<file path="src/rtl/cp0_pkg.sv">
// Shared CP0 register indices, SR/Cause field positions and the exception vector.
// Used by cp0_ctrl, cp0_timer and the next-PC logic.
package cp0_pkg;

  localparam logic [4:0] CP0_COUNT   = 5'd9;
  localparam logic [4:0] CP0_COMPARE = 5'd11;
  localparam logic [4:0] CP0_SR      = 5'd12;
  localparam logic [4:0] CP0_CAUSE   = 5'd13;
  localparam logic [4:0] CP0_EPC     = 5'd14;
  localparam logic [4:0] CP0_PRID    = 5'd15;

  localparam int SR_IE       = 0;
  localparam int SR_EXL      = 1;
  localparam int SR_IM_LO    = 10;
  localparam int SR_IM_HI    = 15;
  localparam int CAUSE_IP_LO = 10;
  localparam int CAUSE_IP_HI = 15;

  localparam logic [31:0] PRID_DEFAULT = 32'h0000_0131;
  localparam logic [31:0] HANDLER_ADDR = 32'h0000_3040;

endpackage

</file>
<file path="src/rtl/cp0_timer.sv">
// Count/Compare timer for CP0; ti is sticky until Compare is rewritten.
// Only instantiated when CP0_COUNT_EN is defined.
module cp0_timer
  import cp0_pkg::*;
(
  input  logic        clk,
  input  logic        rst,
  input  logic [4:0]  sel,
  input  logic [31:0] din,
  input  logic        we,
  output logic [31:0] count,
  output logic [31:0] compare,
  output logic        ti
);

  logic [31:0] count_reg;
  logic [31:0] count_next;
  logic [31:0] compare_reg;
  logic        ti_reg;

  always_comb begin
    count_next = count_reg + 32'd1;
    if (we && (sel == CP0_COUNT))
      count_next = din;
  end

  // Match against the value Count is about to hold so ti rises together with Count==Compare.
  always_ff @(posedge clk or posedge rst) begin
    if (rst) begin
      count_reg   <= '0;
      compare_reg <= '0;
      ti_reg      <= 1'b0;
    end else begin
      count_reg <= count_next;
      if (we && (sel == CP0_COMPARE)) begin
        compare_reg <= din;
        ti_reg      <= 1'b0;
      end else if ((compare_reg != 32'd0) && (count_next == compare_reg)) begin
        ti_reg <= 1'b1;
      end
    end
  end

  assign count   = count_reg;
  assign compare = compare_reg;
  assign ti      = ti_reg;

endmodule

</file>
<file path="src/rtl/cp0_ctrl.sv">
// Coprocessor-0: SR/Cause/EPC/PRId, mfc0/mtc0 port and interrupt request.
// Define CP0_COUNT_EN to add the Count/Compare timer on ip[15].
module cp0_ctrl
  import cp0_pkg::*;
#(
  parameter logic [31:0] PRID = PRID_DEFAULT
)
(
  input  logic        clk,
  input  logic        rst,
  input  logic [31:2] pc,
  input  logic [4:0]  sel,
  input  logic [31:0] din,
  input  logic        we,
  input  logic        eret,
  input  logic [7:2]  hwint,
  output logic [31:0] dout,
  output logic [31:2] epc,
  output logic        intreq
);

  logic [5:0]  im_reg;
  logic [5:0]  ip_reg;
  logic        exl_reg;
  logic        ie_reg;
  logic [31:2] epc_reg;
  logic [5:0]  ip_view;
  logic        sr_wr;
  logic        epc_wr;

  assign sr_wr  = we && (sel == CP0_SR);
  assign epc_wr = we && (sel == CP0_EPC);

`ifdef CP0_COUNT_EN
  logic [31:0] count;
  logic [31:0] compare;
  logic        ti;

  cp0_timer u_timer (
    .clk     (clk),
    .rst     (rst),
    .sel     (sel),
    .din     (din),
    .we      (we),
    .count   (count),
    .compare (compare),
    .ti      (ti)
  );

  assign ip_view = ip_reg | {ti, 5'b0};
`else
  assign ip_view = ip_reg;
`endif

  assign intreq = (|(ip_view & im_reg)) & ie_reg & ~exl_reg;

  // Taking the interrupt outranks eret and mtc0 for exl and EPC.
  always_ff @(posedge clk or posedge rst) begin
    if (rst) begin
      im_reg  <= '0;
      ip_reg  <= '0;
      exl_reg <= 1'b0;
      ie_reg  <= 1'b0;
      epc_reg <= '0;
    end else begin
      ip_reg <= hwint;
      if (sr_wr) begin
        im_reg <= din[SR_IM_HI:SR_IM_LO];
        ie_reg <= din[SR_IE];
      end
      if (intreq)
        exl_reg <= 1'b1;
      else if (eret)
        exl_reg <= 1'b0;
      else if (sr_wr)
        exl_reg <= din[SR_EXL];
      if (intreq)
        epc_reg <= pc;
      else if (epc_wr)
        epc_reg <= din[31:2];
    end
  end

  always_comb begin
    dout = '0;
    case (sel)
      CP0_SR: begin
        dout[SR_IM_HI:SR_IM_LO] = im_reg;
        dout[SR_EXL]            = exl_reg;
        dout[SR_IE]             = ie_reg;
      end
      CP0_CAUSE: dout[CAUSE_IP_HI:CAUSE_IP_LO] = ip_view;
      CP0_EPC:   dout = {epc_reg, 2'b00};
      CP0_PRID:  dout = PRID;
`ifdef CP0_COUNT_EN
      CP0_COUNT:   dout = count;
      CP0_COMPARE: dout = compare;
`endif
      default:   dout = '0;
    endcase
  end

  assign epc = epc_reg;

endmodule

</file>
<file path="config.mk">
export PLATFORM = sky130hd
export DESIGN_NAME = cp0_ctrl
export DESIGN_NICKNAME = d
export VERILOG_FILES = /design/src/rtl/cp0_pkg.sv /design/src/rtl/cp0_timer.sv /design/src/rtl/cp0_ctrl.sv
export SDC_FILE = /design/constraint.sdc
export NUM_CORES = 1
export LEC_CHECK = 0
export CORE_MARGIN = 2
export CORE_UTILIZATION = 40
export DETAILED_ROUTE_END_ITERATION = 10
export PLACE_DENSITY_LB_ADDON = 0.08
export SLEW_MARGIN = 40
export SYNTH_ARGS = -nofsm -noshare
export SYNTH_HDL_FRONTEND = slang
export SYNTH_SLANG_ARGS = --single-unit
</file>
<file path="constraint.sdc">
create_clock -name clk -period 2.1 [get_ports clk]
set_clock_uncertainty 0.15 [all_clocks]
set_input_delay 0.21 -clock clk [delete_from_list [all_inputs] [get_ports clk]]
set_output_delay 0.21 -clock clk [all_outputs]
set_load 0.05 [all_outputs]
</file>
==> results of run 1 <==
[final cells by class]
cell class                      count  area share [%]
Inverter                            2           0.178
Timing Repair Buffer              152            44.3
Multi-Input combinational cell    155            25.1
Sequential cell                    44            26.1
Clock buffer                        8            2.13
Tap cell                           72            2.13
[timing repair]
| item | 4_1_cts | 5_1_grt |
|---|---|---|
| gates resized for setup | 1 | 10 |
| endpoints found under the hold margin | 0 | 0 |
| hold buffers | 0 | 0 |
| cloned | 0 | 1 |
| setup endpoints to repair | 5 | 27 |
[cell usage in the layout (no fill, tap or decap), drive strengths merged]
cell type        n
clkdlybuf4s50  106
buf             46
dfrtp           44
nand2           38
o21ai           36
mux2i           31
and2            22
a22oi            8
clkbuf           8
mux2             7
o21a             3
inv              2
and3b            2
a311oi           1
and4b            1
and4bb           1
nor2b            1
a221oi           1
a21oi            1
nand3b           1
o21bai           1
[critical path: cells and delay by family]
| kind | cells | cell delay, ns |
|---|---|---|
| simple gates | 3 | 0.63 |
| buf+inv | 3 | 0.84 |
[routing by layer]
| metal | vias up | track usage (%) |
|---|---|---|
| met5 | - | 0 |
| met4 | 0 | 4.74 |
| met3 | 5 | 4.66 |
| met2 | 81 | 37.6 |
| met1 | 999 | 28.5 |
| li1 | 1034 | - |
[cells by family (layout without fill, tap and decap cells)]
logic type | count (synthesis) | count (layout) | synth area share, %
AOI/OAI and AO/OA | 51 | 51 | 13.9
buffers and inverters | 17 | 162 | 4.43
DFF | 44 | 44 | 49.3
muxes | 38 | 38 | 17.4
and+or+nand+nor | 66 | 66 | 15.0
[stage by stage]
step / hold WS, ns / std cells / util (%)
final: 0.0908 / 433 / 77.7
after CTS: 0.102 / 432 / 77.0
after global routing: 0.133 / 433 / 77.7
after floorplan: 0.0914 / 216 / -
after global placement: 0.371 / 424 / 75.3
after detailed placement: 0.374 / 424 / 75.3
[worst max-delay path by stage]
stage,to,slack [ns],depth (start not counted)
after global routing,dout[3],-0.006,6
after detailed placement,dout[15],-0.01,6
after CTS,dout[15],0.007,6
after global placement,dout[12],0.04,6
final,dout[23],0.05,6
after floorplan,dout[10],0.09,4
[report_power, final]
part | internal, W | switching, W | leakage, nW | total [W]
Clock | 0.000269 | 0.000276 | 0.0455 | 0.000544
Sequential | 0.00116 | 0.000244 | 0.545 | 0.00140
Combinational | 0.000903 | 0.00149 | 1.07 | 0.00239
Total | 0.00233 | 0.00201 | 1.66 | 0.00434
==> qor.yml, run 1 <==
run_status: "completed"
rr_worst_depth: 5
gr-total-overflow: 0
dieArea_sq_um: 6200
ys_types: 24
cp_slowest_stage_delay_ns: 0.50
netlist_area_sq_um: 2230
n_fill_cell: 376
irDropWorstVdd_v: 0.000695
multi_input_area_sq_um: 1060
arrival_ns: 1.69
path_max_fanout: 10
ys_async_sr_fraction_pct: 100
drt-initial-drc-count: 62
yosysTopAreaCellShare_pct: 49.3
hold_violations: 0
yosysWarnings: 0
cts_htree_levels: 2
crit_chain: "clkdlybuf4s50_1, and4b_2, nor2b_4, buf_4, and2_1, buf_12"
relSlewSlack_pct: 65.5
crit_path_start: "sel[3]"
antenna_found_initial: 0
drc: 0
die_y_um: 78.7
rr_startpoint: "im_reg[5]$_DFFE_PP0P_"
port_buffers: 139
synth_area_leaders: "dfrtp_1 (49%), mux2i_1 (14%), o21ai_1 (6.7%)"
dr.pass1.iters: 5
yosys.area.top_type: "dfrtp_1"
synth.most_common_cell: "dfrtp_1"
post-cts-setup-buffers: 0
yosysSeqAreaShare_pct: 49.3
largest_reg_flops: 30
core_area_sq_um: 5440
tns_ns: 0
diodes: 0
grt_util_all_layers_pct: 21.9
dp_hpwl_um: 5220
r2r_slack_ns: 0.51
power_w: 0.00434
finish.instance_area_sq_um: 4220
crit_required_ns: 1.74
gp_congestion: 0.784
end_kind: "primary output"
ant_nets: 0
grt_pass1_vias: 2142
grt_pass1_wl_um: 10500
cts_sinks: 44
regArea_sq_um: 1100
grt_max_degree: 57
clk_pin_slew_ns: 0.08
fp-row-count: 27
p_per_area_nw_per_um2: 1030
worstReg2RegEnd: "epc[17]$_DFFE_PP0P_"
preCtsSetupSlack_ns: -0.0130
synth_cells: 216
vias: 2119
fmax_mhz: 488
via_per_inst: 4.89
critPathLaunchType: "primary input"
wl_per_cell_um: 15.7
period_needed_ns: 2.05
cts_root_buf: "clkbuf_8"
finalSetupViolations: 0
ioPinCount: 140
drv_cap: 0
initial_core_util_pct: 41.1
drt_wl_total_um: 6810
min_path_type: "in -> async"
worstMarginPinSlew_ns: 0.516
drv_slew: 0
synth-seq-cells: 44
place_area_sq_um: 4100
area_growth_pct: 89.1
top_layer_used: "met4"
dr_wl_met3_um: 369
nets: 437
met1_length_um: 3000
synth_fp_nets: 293
cts_buffers: 5
cts_tree: "built"
clk-insertion-delay-late_ns: 0.29
synth_common_cells: "dfrtp_1 (44), nand2_1 (38), mux2i_1 (31)"
synth_top_flop_cell: "dfrtp_1"
timing_worst_setup_path_type: "in -> out"
drive_above_1_share_pct: 19.1
finalCritPeriodShare_pct: 97.6
dr_wl_met2_um: 3380
synth_edf_count: 0
setup_ws_ns: 0.0514
cp_slowest_cell: "clkdlybuf4s50_1"
syn_area_per_cell_sq_um: 10.3
die_w_um: 78.7
p_leak_nw: 1.66
cts_buffer_depth: 2
(Power assumes the default switching activity.)
==> run 2: changes to the inputs <==
==> constraint.sdc (replaced) <==
create_clock -name clk -period 2.1 [get_ports clk]
set_clock_uncertainty 0.15 [all_clocks]
set_input_delay 0.42 -clock clk [delete_from_list [all_inputs] [get_ports clk]]
set_output_delay 0.42 -clock clk [all_outputs]
set_load 0.05 [all_outputs]
==> run 2 against run 1 <==
Total power increased by 2.6%. Flip-flop and latch count is the same. Sequential power about the same. Critical path depth rose by 1. Non-clock buffer count is 7 higher. Hold slack better by 0.21 ns. Largest cell class unchanged.
==> qor.yml, run 2 (synthesis results as in run 1) <==
arrival_ns: 1.52  # -0.17 ns
crit_required_ns: 1.53  # -0.21 ns
finalCritPeriodShare_pct: 99.7  # +2.1 points
gr-total-overflow: 0  # unchanged
grt_max_degree: 32  # -44%
finalSetupViolations: 0  # unchanged
grt_pass1_vias: 2253  # +5.2%
power_w: 0.00445  # +2.6%
gp_congestion: 0.812  # +3.6%
cts_sinks: 44  # unchanged
cts_root_buf: "clkbuf_8"
period_needed_ns: 2.09  # +0.0441 ns
initial_core_util_pct: 41.1  # unchanged
fmax_mhz: 478  # -2.1%
irDropWorstVdd_v: 0.000942  # +36%
die_w_um: 78.7  # unchanged
p_per_area_nw_per_um2: 1000  # -2.3%
cts_htree_levels: 2  # unchanged
fp-row-count: 27  # unchanged
ioPinCount: 140  # unchanged
clk-insertion-delay-late_ns: 0.30  # about the same
cts_buffer_depth: 2  # unchanged
nets: 444  # +1.6%
grt_pass1_wl_um: 11400  # +8.6%
cts_buffers: 5  # unchanged
end_kind: "primary output"
place_area_sq_um: 4160  # +1.6%
drv_cap: 0  # unchanged
setup_ws_ns: 0.00724  # -0.0441 ns
via_per_inst: 5.03  # +2.8%
cp_slowest_stage_delay_ns: 0.26  # -0.24 ns
diodes: 0  # unchanged
largest_reg_flops: 30  # unchanged
crit_chain: "buf_6, and4b_2, buf_6, a221oi_2, buf_4, a21oi_4, buf_12"
cts_tree: "built"
dieArea_sq_um: 6200  # unchanged
cp_slowest_cell: "and4b_2"
grt_util_all_layers_pct: 24.1  # +2.3 points
p_leak_nw: 1.99  # +20%
final_cell_mix: "clkdlybuf4s50_1 (77), dfrtp_1 (44), nand2_1 (38), buf_12 (35), mux2i_1 (31)"
final_common_cell: "clkdlybuf4s50_1"
worstMarginPinSlew_ns: 0.531  # +0.0154 ns
clk_pin_slew_ns: 0.08  # about the same
area_growth_pct: 98.6
vias: 2213  # +4.4%
dp_hpwl_um: 5380  # +2.9%
die_y_um: 78.7  # unchanged
wl_per_cell_um: 16.6  # +5.7%
relSlewSlack_pct: 64.5  # -0.98 points
run_status: "completed"
timing_worst_setup_path_type: "in -> out"
preCtsSetupSlack_ns: -0.421  # -0.408 ns
drt_wl_total_um: 7310  # +7.4%
antenna_found_initial: 0  # unchanged
hold_violations: 0  # unchanged
dr.pass1.iters: 4  # -1
cpMostUsedCell: "buf_6"
rsz0062_at_grt: "yes"
drv_slew: 0  # unchanged
ant_nets: 0  # unchanged
drt-initial-drc-count: 83  # +34%
min_path_type: "in -> async"
holdWs_ns: 0.304  # +0.213 ns
core_area_sq_um: 5440  # unchanged
finish.instance_area_sq_um: 4440  # +5.0%
drc: 0  # unchanged
path_max_fanout: 7  # -3
drive_above_1_share_pct: 30.4  # +11 points
port_buffers: 139  # unchanged
critPathLaunchType: "primary input"
run 2: cell types whose count changed in the layout (fill, tap and decap cells not counted), sizes merged:
cell,before,now
dlygate4sd2,0,2
dlymetal6s2s,0,19
clkinvlp,0,1
bufinv,0,1
clkbuf,8,5
clkdlybuf4s50,106,77
buf,46,61
clkinv,0,1
run 2: layout make-up:
cell class | instances | area, sq um
inverters | 2 | 7.51
clock inverters | 3 | 42.5
repair buffers | 159 | 1950
multi-input cells | 155 | 1170
flip-flops and latches | 44 | 1100
clock buffers | 5 | 68.8
well taps | 72 | 90.1
fillers | 350 | 1000
run 2: metrics by stage:
stage          setup TNS (ns)  std cells  util (%)
3_5_place_dp           -18.37        429      76.5
5_1_grt                -0.765        440      81.6
3_3_place_gp           -15.96        429      76.5
2_1_floorplan         -0.0241        216         -
6_report                    0        440      81.6
4_1_cts              -0.00340        440      80.2
run 2: repair_timing:
action                                  4_1_cts  5_1_grt
pin swaps                                     5        3
hold buffers                                  0        0
buffers inserted                              0        0
resized for setup                            47       26
gates cloned                                  3        0
endpoints found under the setup margin       33       41
run 2: report_power, final:
part	total (W)	internal (W)	switching, W
Combinational	0.00238	0.000869	0.00151
Sequential	0.00142	0.00116	0.000263
Clock	0.000653	0.000352	0.000301
Total	0.00445	0.00238	0.00207
run 2: worst max-delay path: cells and delay by family:
kind,cells,cell delay (ns)
and+or+nand+nor,1,0.26
AOI/OAI and AO/OA,2,0.29
buffers and inverters,4,0.54
run 2: path summary, 6_finish.rpt:
check / start / end / slack [ns] / cells past startpoint
worst min register to register: ie_reg$_DFFE_PP0P_ / ie_reg$_DFFE_PP0P_ / 0.41 / 1
worst max register to register: im_reg[0]$_DFFE_PP0P_ / epc[17]$_DFFE_PP0P_ / 0.32 / 5
max in group asynchronous: rst / exl_reg$_DFFE_PP0P_ / 1.21 / 3
worst min-delay path: rst / epc[21]$_DFFE_PP0P_ / 0.30 / 3
min in group clk: hwint[5] / ip_reg[3]$_DFF_PP0_ / 0.40 / 1
worst max-delay path: sel[1] / dout[10] / 0.007 / 7
run 2: routing by layer:
metal	part of all wire (%)	wire (um)	up-vias	global-route usage, %
li1	-	-	1051	-
met4	1.7	124	0	7.54
met5	0	0	-	0
met1	40	2900	1057	29.8
met2	51	3730	94	41.4
met3	7.6	559	11	6.25
